==> config.mk <==
export PLATFORM = sky130hd
export DESIGN_NAME = gray_to_binary
export DESIGN_NICKNAME = d
export VERILOG_FILES = /design/src/rtl/gray_code_checker_gray_to_binary.sv
export SDC_FILE = /design/constraint.sdc
export NUM_CORES = 1
export LEC_CHECK = 0
export CORE_UTILIZATION = 35
export CTS_BUF_LIST = sky130_fd_sc_hd__clkbuf_8
export DETAILED_ROUTE_END_ITERATION = 16
export PLACE_DENSITY = 0.62
export SETUP_SLACK_MARGIN = 0.4
export SLEW_MARGIN = 20
export SYNTH_ARGS = -nofsm -noshare
export SYNTH_HDL_FRONTEND = slang
export SYNTH_SLANG_ARGS = --single-unit
==> constraint.sdc <==
create_clock -name clock -period 3.8 [get_ports clock]
set_input_delay 0.76 -clock clock [delete_from_list [all_inputs] [get_ports clock]]
set_output_delay 0.76 -clock clock [all_outputs]
set_load 0.005 [all_outputs]
==> src/rtl/gray_code_checker_gray_to_binary.sv <==
// Registered gray-to-binary decode stage; carries the raw gray word and a
// one-bit sideband tag alongside the decoded value.
module gray_to_binary #(
  parameter int WIDTH = 32
) (
  input  logic             clock,
  input  logic             reset,
  input  logic             i_valid,
  input  logic [WIDTH-1:0] i_gray,
  input  logic             i_tag,
  output logic             o_valid,
  output logic [WIDTH-1:0] o_gray,
  output logic [WIDTH-1:0] o_bin,
  output logic             o_tag
);

  logic [WIDTH-1:0] w_bin;
  logic             r_valid;
  logic [WIDTH-1:0] r_gray;
  logic [WIDTH-1:0] r_bin;
  logic             r_tag;

  // Each binary bit is the XOR of all gray bits at or above it, so no
  // ripple chain is needed between bits.
  genvar gi;
  generate
    for (gi = 0; gi < WIDTH; gi++) begin : g_decode
      assign w_bin[gi] = ^i_gray[WIDTH-1:gi];
    end
  endgenerate

  always_ff @(posedge clock) begin
    if (!reset) begin
      r_valid <= 1'b0;
      r_gray  <= '0;
      r_bin   <= '0;
      r_tag   <= 1'b0;
    end else begin
      r_valid <= i_valid;
      r_tag   <= i_valid & i_tag;
      if (i_valid) begin
        r_gray <= i_gray;
        r_bin  <= w_bin;
      end
    end
  end

  assign o_valid = r_valid;
  assign o_gray  = r_gray;
  assign o_bin   = r_bin;
  assign o_tag   = r_tag;

endmodule

### Yosys cells after proc, flatten, opt, wreduce, memory -nomap -nowiden

Index checks and enable logic that the tools add are counted.
Widths: inputs -> output; s select.

* flip-flop bits (word level): 66
* input bits: 36
* output and inout bits: 66
* word-level logic and storage cells: 36

* bitwise gates (word level): 1
* reduce and logical (&&, ||, !) cells: 31

Operators with widths (count)
* $reduce_xor 32->1: 1
* $reduce_xor 31->1: 1
* $reduce_xor 30->1: 1
* $reduce_xor 29->1: 1
* $reduce_xor 28->1: 1
* $reduce_xor 27->1: 1
* $reduce_xor 26->1: 1
* $reduce_xor 25->1: 1
* $reduce_xor 24->1: 1
* $reduce_xor 23->1: 1
* $reduce_xor 22->1: 1
* $reduce_xor 21->1: 1
* $reduce_xor 20->1: 1
* $reduce_xor 19->1: 1
* $reduce_xor 18->1: 1
* $reduce_xor 17->1: 1
* $reduce_xor 16->1: 1
* $reduce_xor 15->1: 1
* $reduce_xor 14->1: 1
* $reduce_xor 13->1: 1
* $reduce_xor 12->1: 1
* $reduce_xor 11->1: 1
* $reduce_xor 10->1: 1
* $reduce_xor 9->1: 1
* 8 further kinds: 8

### Depth between registers and ports, before layout

Gate-level depths: netlist of run 1.

* depth after elaboration: 1
* depth in mapped cells: 6

### Worst setup path before layout of run 1

Ideal clock, no wire load.

* kind: in2reg
* start point: input i_gray[31]
* end point: register r_bin[5] (netlist: o_bin[5])
* library setup time: 122 ps
* arrival: 3008 ps
* data required time: 3678 ps
* slack: 671 ps
* stages on the path: 5
* cell sequence: xor3_2 > xnor3_2 > xnor3_4 > xnor3_2 > a221o_1

* cells in the longest elaborated chain, start to end: 1

Ends and longest elaborated chain
* start, declared: RTL line 9 `input logic [WIDTH-1:0] i_gray,`
* $reduce_xor 27->1: RTL line 28 `assign w_bin[gi] = ^i_gray[WIDTH-1:gi];`
* end signal, assigned: RTL line 43 `r_bin <= w_bin;`
* end, declared: RTL line 20 `logic [WIDTH-1:0] r_bin;`

Every way passes these cells.
A chain may end at the register's enable or synchronous reset.

### Worst setup path in the final report of run 1

Same ends and word-level chain as after synthesis.

==> flow_metrics.env, run 1 <==
export IMPL_status="finished clean"
export IMPL_relSlewSlack_pct=53.6
export IMPL_comb_power_share_pct=41.0
export IMPL_cts_buffer_depth=2
export IMPL_cp_end_kind="register"
export IMPL_p_seq_share_pct=37.3
export IMPL_syn_cell_area_um2=3000
export IMPL_synth_warnings=0
export IMPL_route_detailed_drc=0
export IMPL_yosysTopAreaCell="dfxtp_1"
export IMPL_period_share_pct=86.5
export IMPL_routed_via_density=4.52
export IMPL_pwr_share_clk_pct=21.7
export IMPL_crit_end="o_bin[5]"
export IMPL_hold_class="reg -> reg"
export IMPL_final_area_um2=4280
export IMPL_placed_area_um2=4120
export IMPL_synth_seq_cells=65
export IMPL_fin_skew_ns=0
export IMPL_whs_ns=0.480
export IMPL_worstPathRequired_ns=4.02
export IMPL_antenna_found_initial=0
export IMPL_r2r_start="o_bin[5]"
export IMPL_start_kind="input pin"
export IMPL_gp_congestion=0.700
export IMPL_grtUsageTotal_pct=15.8
export IMPL_sw_frac_of_total_pct=29.9
export IMPL_drtIter0Drc=36
export IMPL_synthToLayoutAreaGrowth_pct=42.4
export IMPL_layout_common_cells="99 x clkdlybuf4s50_1, 65 x dfxtp_1, 43 x mux2i_1"
export IMPL_synth_seq_area_share_pct=43.3
export IMPL_insertedDiodeCount=0
export IMPL_synth_top_area_share_pct=43.3
export IMPL_syn_nets=311
export IMPL_p_int_w=0.00159
export IMPL_firstDrtPassIters=4
export IMPL_grt_overflow=0
export IMPL_drive_above_1_share_pct=7.37
export IMPL_clk_pin_slew_ns=0.07
export IMPL_wl_per_cell_um=13.9
export IMPL_r2r_end="o_bin[5]"
export IMPL_grt_max_degree=51
export IMPL_layout_commonest_cell="clkdlybuf4s50_1"
export IMPL_max_slew_worst_pin_slew_ns=0.696
export IMPL_p_switching_w=0.000680
export IMPL_ios=102
export IMPL_fin_util_pct=51.8
export IMPL_wl_um=6750
export IMPL_fin_tns_setup_ns=0
export IMPL_worst_setup_path_type="in -> reg"
export IMPL_power_density_nw_per_um2=531
export IMPL_antenna_left=0
export IMPL_fill_cells=782
export IMPL_p_leak_nw=1.82
export IMPL_fmax_ghz=0.304
export IMPL_netlist_top_cells_area="dfxtp_1 43%, mux2i_1 14%, nor2b_1 8.5%"
export IMPL_row_count=33
export IMPL_vias=2193
export IMPL_grt_pass1_wl_um=10700
export IMPL_finalPower_w=0.00227
export IMPL_initial_core_util_pct=36.4
export IMPL_reg2reg_slack_ns=2.90
export IMPL_slew_violations=0
export IMPL_critical_path_arrival_ns=3.51
export IMPL_fp_dieArea_um2=8950
export IMPL_cts_hold_repair_buffers=0
export IMPL_nNetsFinal=412
export IMPL_ir_drop_mv=0.236
export IMPL_core_um2=8260
export IMPL_reg2reg_depth=2
export IMPL_h_tree_depth=3
export IMPL_synthCells=275
export IMPL_rsz0062_at_grt="false"
export IMPL_die_height_um=94.6
export IMPL_io_buffers=101
export IMPL_cp_max_fo=8
export IMPL_die_w_um=94.6
export IMPL_clk_latency_ns=0.33
export IMPL_synth_cell_type_count=28
export IMPL_numCtsBuffers=9
export IMPL_max_cap_viol_count=0
export IMPL_setup_viol=0
export IMPL_postCtsSetupRepairBufs=0
export IMPL_cts_resized=0
export IMPL_final_min_clock_period_ns=3.29
export IMPL_clock_sinks=65
export IMPL_cts_tree="built"
export IMPL_crit_path_start="i_gray[31]"
export IMPL_grt_pass1_vias=2101
export IMPL_hpwl_um=4700
export IMPL_finalHoldViolations=0
export IMPL_cts_root_buffer="clkbuf_8"
export IMPL_syn_avg_cell_area_um2=10.9
==> per-layer routing <==
| metal | vias up | wire length, um | GRT usage, % |
|---|---|---|---|
| li1 | 1124 | - | - |
| met2 | 71 | 3040 | 23.8 |
| met1 | 989 | 3060 | 20.5 |
| met3 | 9 | 553 | 5.23 |
| met4 | 0 | 93 | 7.20 |
| met5 | - | 0 | 0 |
==> cell families after synthesis <==
group / count (synthesis) / share of synthesized area (%)
XOR/XNOR: 49 / 20.0
flip-flops: 65 / 43.3
AND/OR/NAND/NOR: 71 / 13.5
AO/OA/AOI/OAI: 26 / 6.08
buffers and inverters: 21 / 2.75
multiplexers: 43 / 14.3
==> state kept, by name (all words and copies together) (netlist names) <==
signal,flops
o_tag,1
o_bin,31
o_gray,32
o_valid,1
==> worst max-delay path, stage by stage <==
cell and delay, ns:
clkdlybuf4s50_1 0.48, xor3_2 0.48, xnor3_2 0.39, xnor3_4 0.51, xnor3_2 0.54, a221o_1 0.35
==> power by group through the flow <==
| stage | combinational, W | clock (W) | sequential (W) |
|---|---|---|---|
| after detailed placement | 0.000943 | 0 | 0.000861 |
| after CTS | 0.000948 | 0.000513 | 0.000849 |
| after global placement | 0.000928 | 0 | 0.000859 |
| after floorplan | 0.000550 | 0 | 0.000867 |
| after global routing | 0.00102 | 0.000537 | 0.000860 |
| final | 0.000931 | 0.000494 | 0.000848 |
==> cell type report <==
class / instances / area [um^2] / area share, %
sequential: 65 / 1300 / 30.4
timing repair buffer: 107 / 1050 / 24.5
tap: 105 / 131 / 3.07
clock inverter: 5 / 23.8 / 0.556
clock buffer: 10 / 138 / 3.22
inverter: 4 / 15.0 / 0.351
multi-input combinational: 189 / 1620 / 37.9
==> how the worst min path moves through the flow <==
stage / to / cells after the start / slack [ns] / from
floorplan: o_bin[12] / 1 / 0.48 / o_bin[12]
global placement: o_bin[12] / 1 / 0.46 / o_bin[12]
detailed placement: o_bin[20] / 1 / 0.47 / o_bin[20]
CTS: o_bin[20] / 1 / 0.48 / o_bin[20]
global route: o_bin[18] / 1 / 0.50 / o_bin[18]
finish: o_bin[24] / 1 / 0.48 / o_bin[24]
==> cells in the mapped netlist <==
master	n
mux2i_1	43
xor2_1	14
and2_1	3
xor3_2	1
and3_1	1
buf_1	2
xor3_1	2
xnor3_2	2
o211a_1	8
xnor3_4	3
nand3b_1	5
xnor3_1	3
buf_4	1
nand3_1	2
nor2_1	3
nand4_1	1
xnor2_1	24
nor3_1	1
o21ai_0	7
inv_1	4
nand2_1	13
a21oi_1	7
o211ai_1	3
dfxtp_1	65
nor2b_1	41
a221o_1	1
or3_1	1
clkbuf_1	14
==> through the flow <==
| stage | instances | setup slack (ns) |
|---|---|---|
| 2_1_floorplan | 275 | 0.671 |
| 3_3_place_gp | 470 | 0.196 |
| 3_5_place_dp | 470 | 0.171 |
| 4_1_cts | 485 | 0.513 |
| 5_1_grt | 485 | 0.425 |
| 6_report | 485 | 0.514 |
(Power assumes the default switching activity.)
==> run 2, diff against run 1 <==
--- a/config.mk
+++ b/config.mk
@@ -10,6 +10,7 @@
 export DETAILED_ROUTE_END_ITERATION = 16
 export PLACE_DENSITY = 0.62
 export SETUP_SLACK_MARGIN = 0.4
+export SKIP_LAST_GASP = 1
 export SLEW_MARGIN = 20
 export SYNTH_ARGS = -nofsm -noshare
 export SYNTH_HDL_FRONTEND = slang
==> results of run 2 <==
Final layout, timing and power as in run 1 (identical DEF).
==> run 3, diff against run 2 <==
--- a/config.mk
+++ b/config.mk
@@ -5,8 +5,9 @@
 export SDC_FILE = /design/constraint.sdc
 export NUM_CORES = 1
 export LEC_CHECK = 0
+export CORE_ASPECT_RATIO = 0.9
 export CORE_UTILIZATION = 35
-export CTS_BUF_LIST = sky130_fd_sc_hd__clkbuf_8
+export CTS_BUF_LIST = sky130_fd_sc_hd__clkbuf_4
 export DETAILED_ROUTE_END_ITERATION = 16
 export PLACE_DENSITY = 0.62
 export SETUP_SLACK_MARGIN = 0.4
==> run 3 against run 2 <==
Effect of this change:
- clock skew did not move
- first-iteration DRC count rose by 25%
- design area decreased by 0.47%
- combinational power increased by 0.8%
- core utilization up 0.22 points
- sequential power about the same
- sequential cell count unchanged
- critical endpoint is now o_bin[13]
- highest routed layer unchanged
==> flow_metrics.env, run 3 (synthesized netlist as in run 1, its figures left out) <==
export IMPL_hold_class="reg -> reg"
export IMPL_initial_core_util_pct=36.7
export IMPL_relSlewSlack_pct=61.3
export IMPL_rsz0062_at_grt="false"
export IMPL_grt_max_degree=45
export IMPL_cp_cell_sequence="clkdlybuf4s50_1, xor3_2, xnor3_2, xnor3_4, buf_4, xnor2_1, buf_4, or3_1, nand3_1"
export IMPL_grt_overflow=0
export IMPL_fp_dieArea_um2=8950
export IMPL_die_w_um=99.6
export IMPL_cpLargestDelayFamily="XOR/XNOR gates"
export IMPL_vias=2199
export IMPL_finalPower_w=0.00223
export IMPL_max_cap_viol_count=0
export IMPL_wl_um=6730
export IMPL_drive_above_1_share_pct=7.09
export IMPL_io_buffers=101
export IMPL_firstDrtPassIters=4
export IMPL_p_leak_nw=1.80
export IMPL_power_density_nw_per_um2=524
export IMPL_synthToLayoutAreaGrowth_pct=41.7
export IMPL_cts_buffer_depth=2
export IMPL_routed_via_density=4.43
export IMPL_clk_latency_ns=0.40
export IMPL_cp_end_kind="register"
export IMPL_numCtsBuffers=9
export IMPL_status="finished clean"
export IMPL_reg2reg_depth=2
export IMPL_grtUsageTotal_pct=15.7
export IMPL_slew_violations=0
export IMPL_period_share_pct=84.9
export IMPL_worstPathRequired_ns=4.14
export IMPL_path_common_cell="buf_4"
export IMPL_path_buf_inv=3
export IMPL_fin_tns_setup_ns=0
export IMPL_cts_resized=0
export IMPL_layout_commonest_cell="clkdlybuf4s50_1"
export IMPL_hold_depth=1
export IMPL_h_tree_depth=3
export IMPL_ios=102
export IMPL_antenna_found_initial=0
export IMPL_finalHoldViolations=0
export IMPL_ir_drop_mv=0.331
export IMPL_route_detailed_drc=0
export IMPL_fin_skew_ns=0
export IMPL_grt_pass1_wl_um=10900
export IMPL_cp_max_fo=6
export IMPL_critical_path_arrival_ns=3.57
export IMPL_die_height_um=89.9
export IMPL_fmax_ghz=0.310
export IMPL_cpMaxStageDelayCell="clkdlybuf4s50_1"
export IMPL_crit_path_max_incr_delay_ns=0.52
export IMPL_nNetsFinal=412
export IMPL_drtIter0Drc=45
export IMPL_hpwl_um=4690
export IMPL_cts_hold_repair_buffers=0
export IMPL_wl_per_cell_um=13.6
export IMPL_largest_reg_flops=32
export IMPL_max_slew_worst_pin_slew_ns=0.580
export IMPL_cts_tree="built"
export IMPL_postCtsSetupRepairBufs=0
export IMPL_gp_congestion=0.743
export IMPL_cts_root_buffer="clkbuf_4"
export IMPL_clock_sinks=65
export IMPL_core_um2=8180
export IMPL_clk_pin_slew_ns=0.10
export IMPL_final_min_clock_period_ns=3.23
export IMPL_path_depth=9
export IMPL_insertedDiodeCount=0
export IMPL_setup_viol=0
export IMPL_row_count=31
export IMPL_antenna_left=0
export IMPL_layout_common_cells="99 x clkdlybuf4s50_1, 65 x dfxtp_1, 43 x mux2i_1"
export IMPL_grt_pass1_vias=2129
export IMPL_start_kind="input pin"
export IMPL_worst_setup_path_type="in -> reg"
-- run 3: routing by layer --
| layer | track usage (%) | up-vias | share of wire (%) |
|---|---|---|---|
| li1 | - | 1122 | - |
| met1 | 22.2 | 1009 | 50 |
| met2 | 21.5 | 60 | 42 |
| met3 | 5.99 | 8 | 6.4 |
| met4 | 5.51 | 0 | 1.4 |
| met5 | 0 | - | 0 |
-- run 3: path summary, 6_finish.rpt --
kind | end | start | slack (ns)
worst max-delay path | o_bin[13] | i_gray[31] | 0.57
worst min-delay path | o_bin[18] | o_bin[18] | 0.49
worst max register to register | o_bin[5] | o_bin[5] | 2.90
worst min register to register | o_bin[18] | o_bin[18] | 0.49
-- run 3: worst reg2reg max path, stage by stage (launching register included) --
cell and delay, ns:
dfxtp_1 0.33, nor2b_1 0.12, a221o_1 0.35
-- run 3: cell type report --
cell class / count / area (um^2)
fillers: 763 / 3930
multi-input cells: 189 / 1620
flip-flops and latches: 65 / 1300
repair buffers: 107 / 1050
well taps: 115 / 144
clock buffers: 11 / 82.6
clock inverters: 5 / 46.3
inverters: 4 / 15.0
-- run 3: stage by stage --
step / cell area (um^2) / hold WS [ns] / cells / utilization, % / setup slack (ns)
after floorplan: 3000 / 0.477 / 275 / - / 0.671
after global placement: 4130 / 0.463 / 480 / 50.4 / 0.154
after detailed placement: 4130 / 0.468 / 480 / 50.4 / 0.149
after CTS: 4260 / 0.493 / 496 / 52.0 / 0.582
after global routing: 4260 / 0.505 / 496 / 52.0 / 0.515
final: 4260 / 0.486 / 496 / 52.0 / 0.573
-- run 3: power by group --
group          switching, W  total [W]  leakage, nW  internal [W]
logic              0.000371   0.000938         1.19      0.000567
clock network      0.000239   0.000448       0.0734      0.000209
registers         0.0000547   0.000846        0.538      0.000791
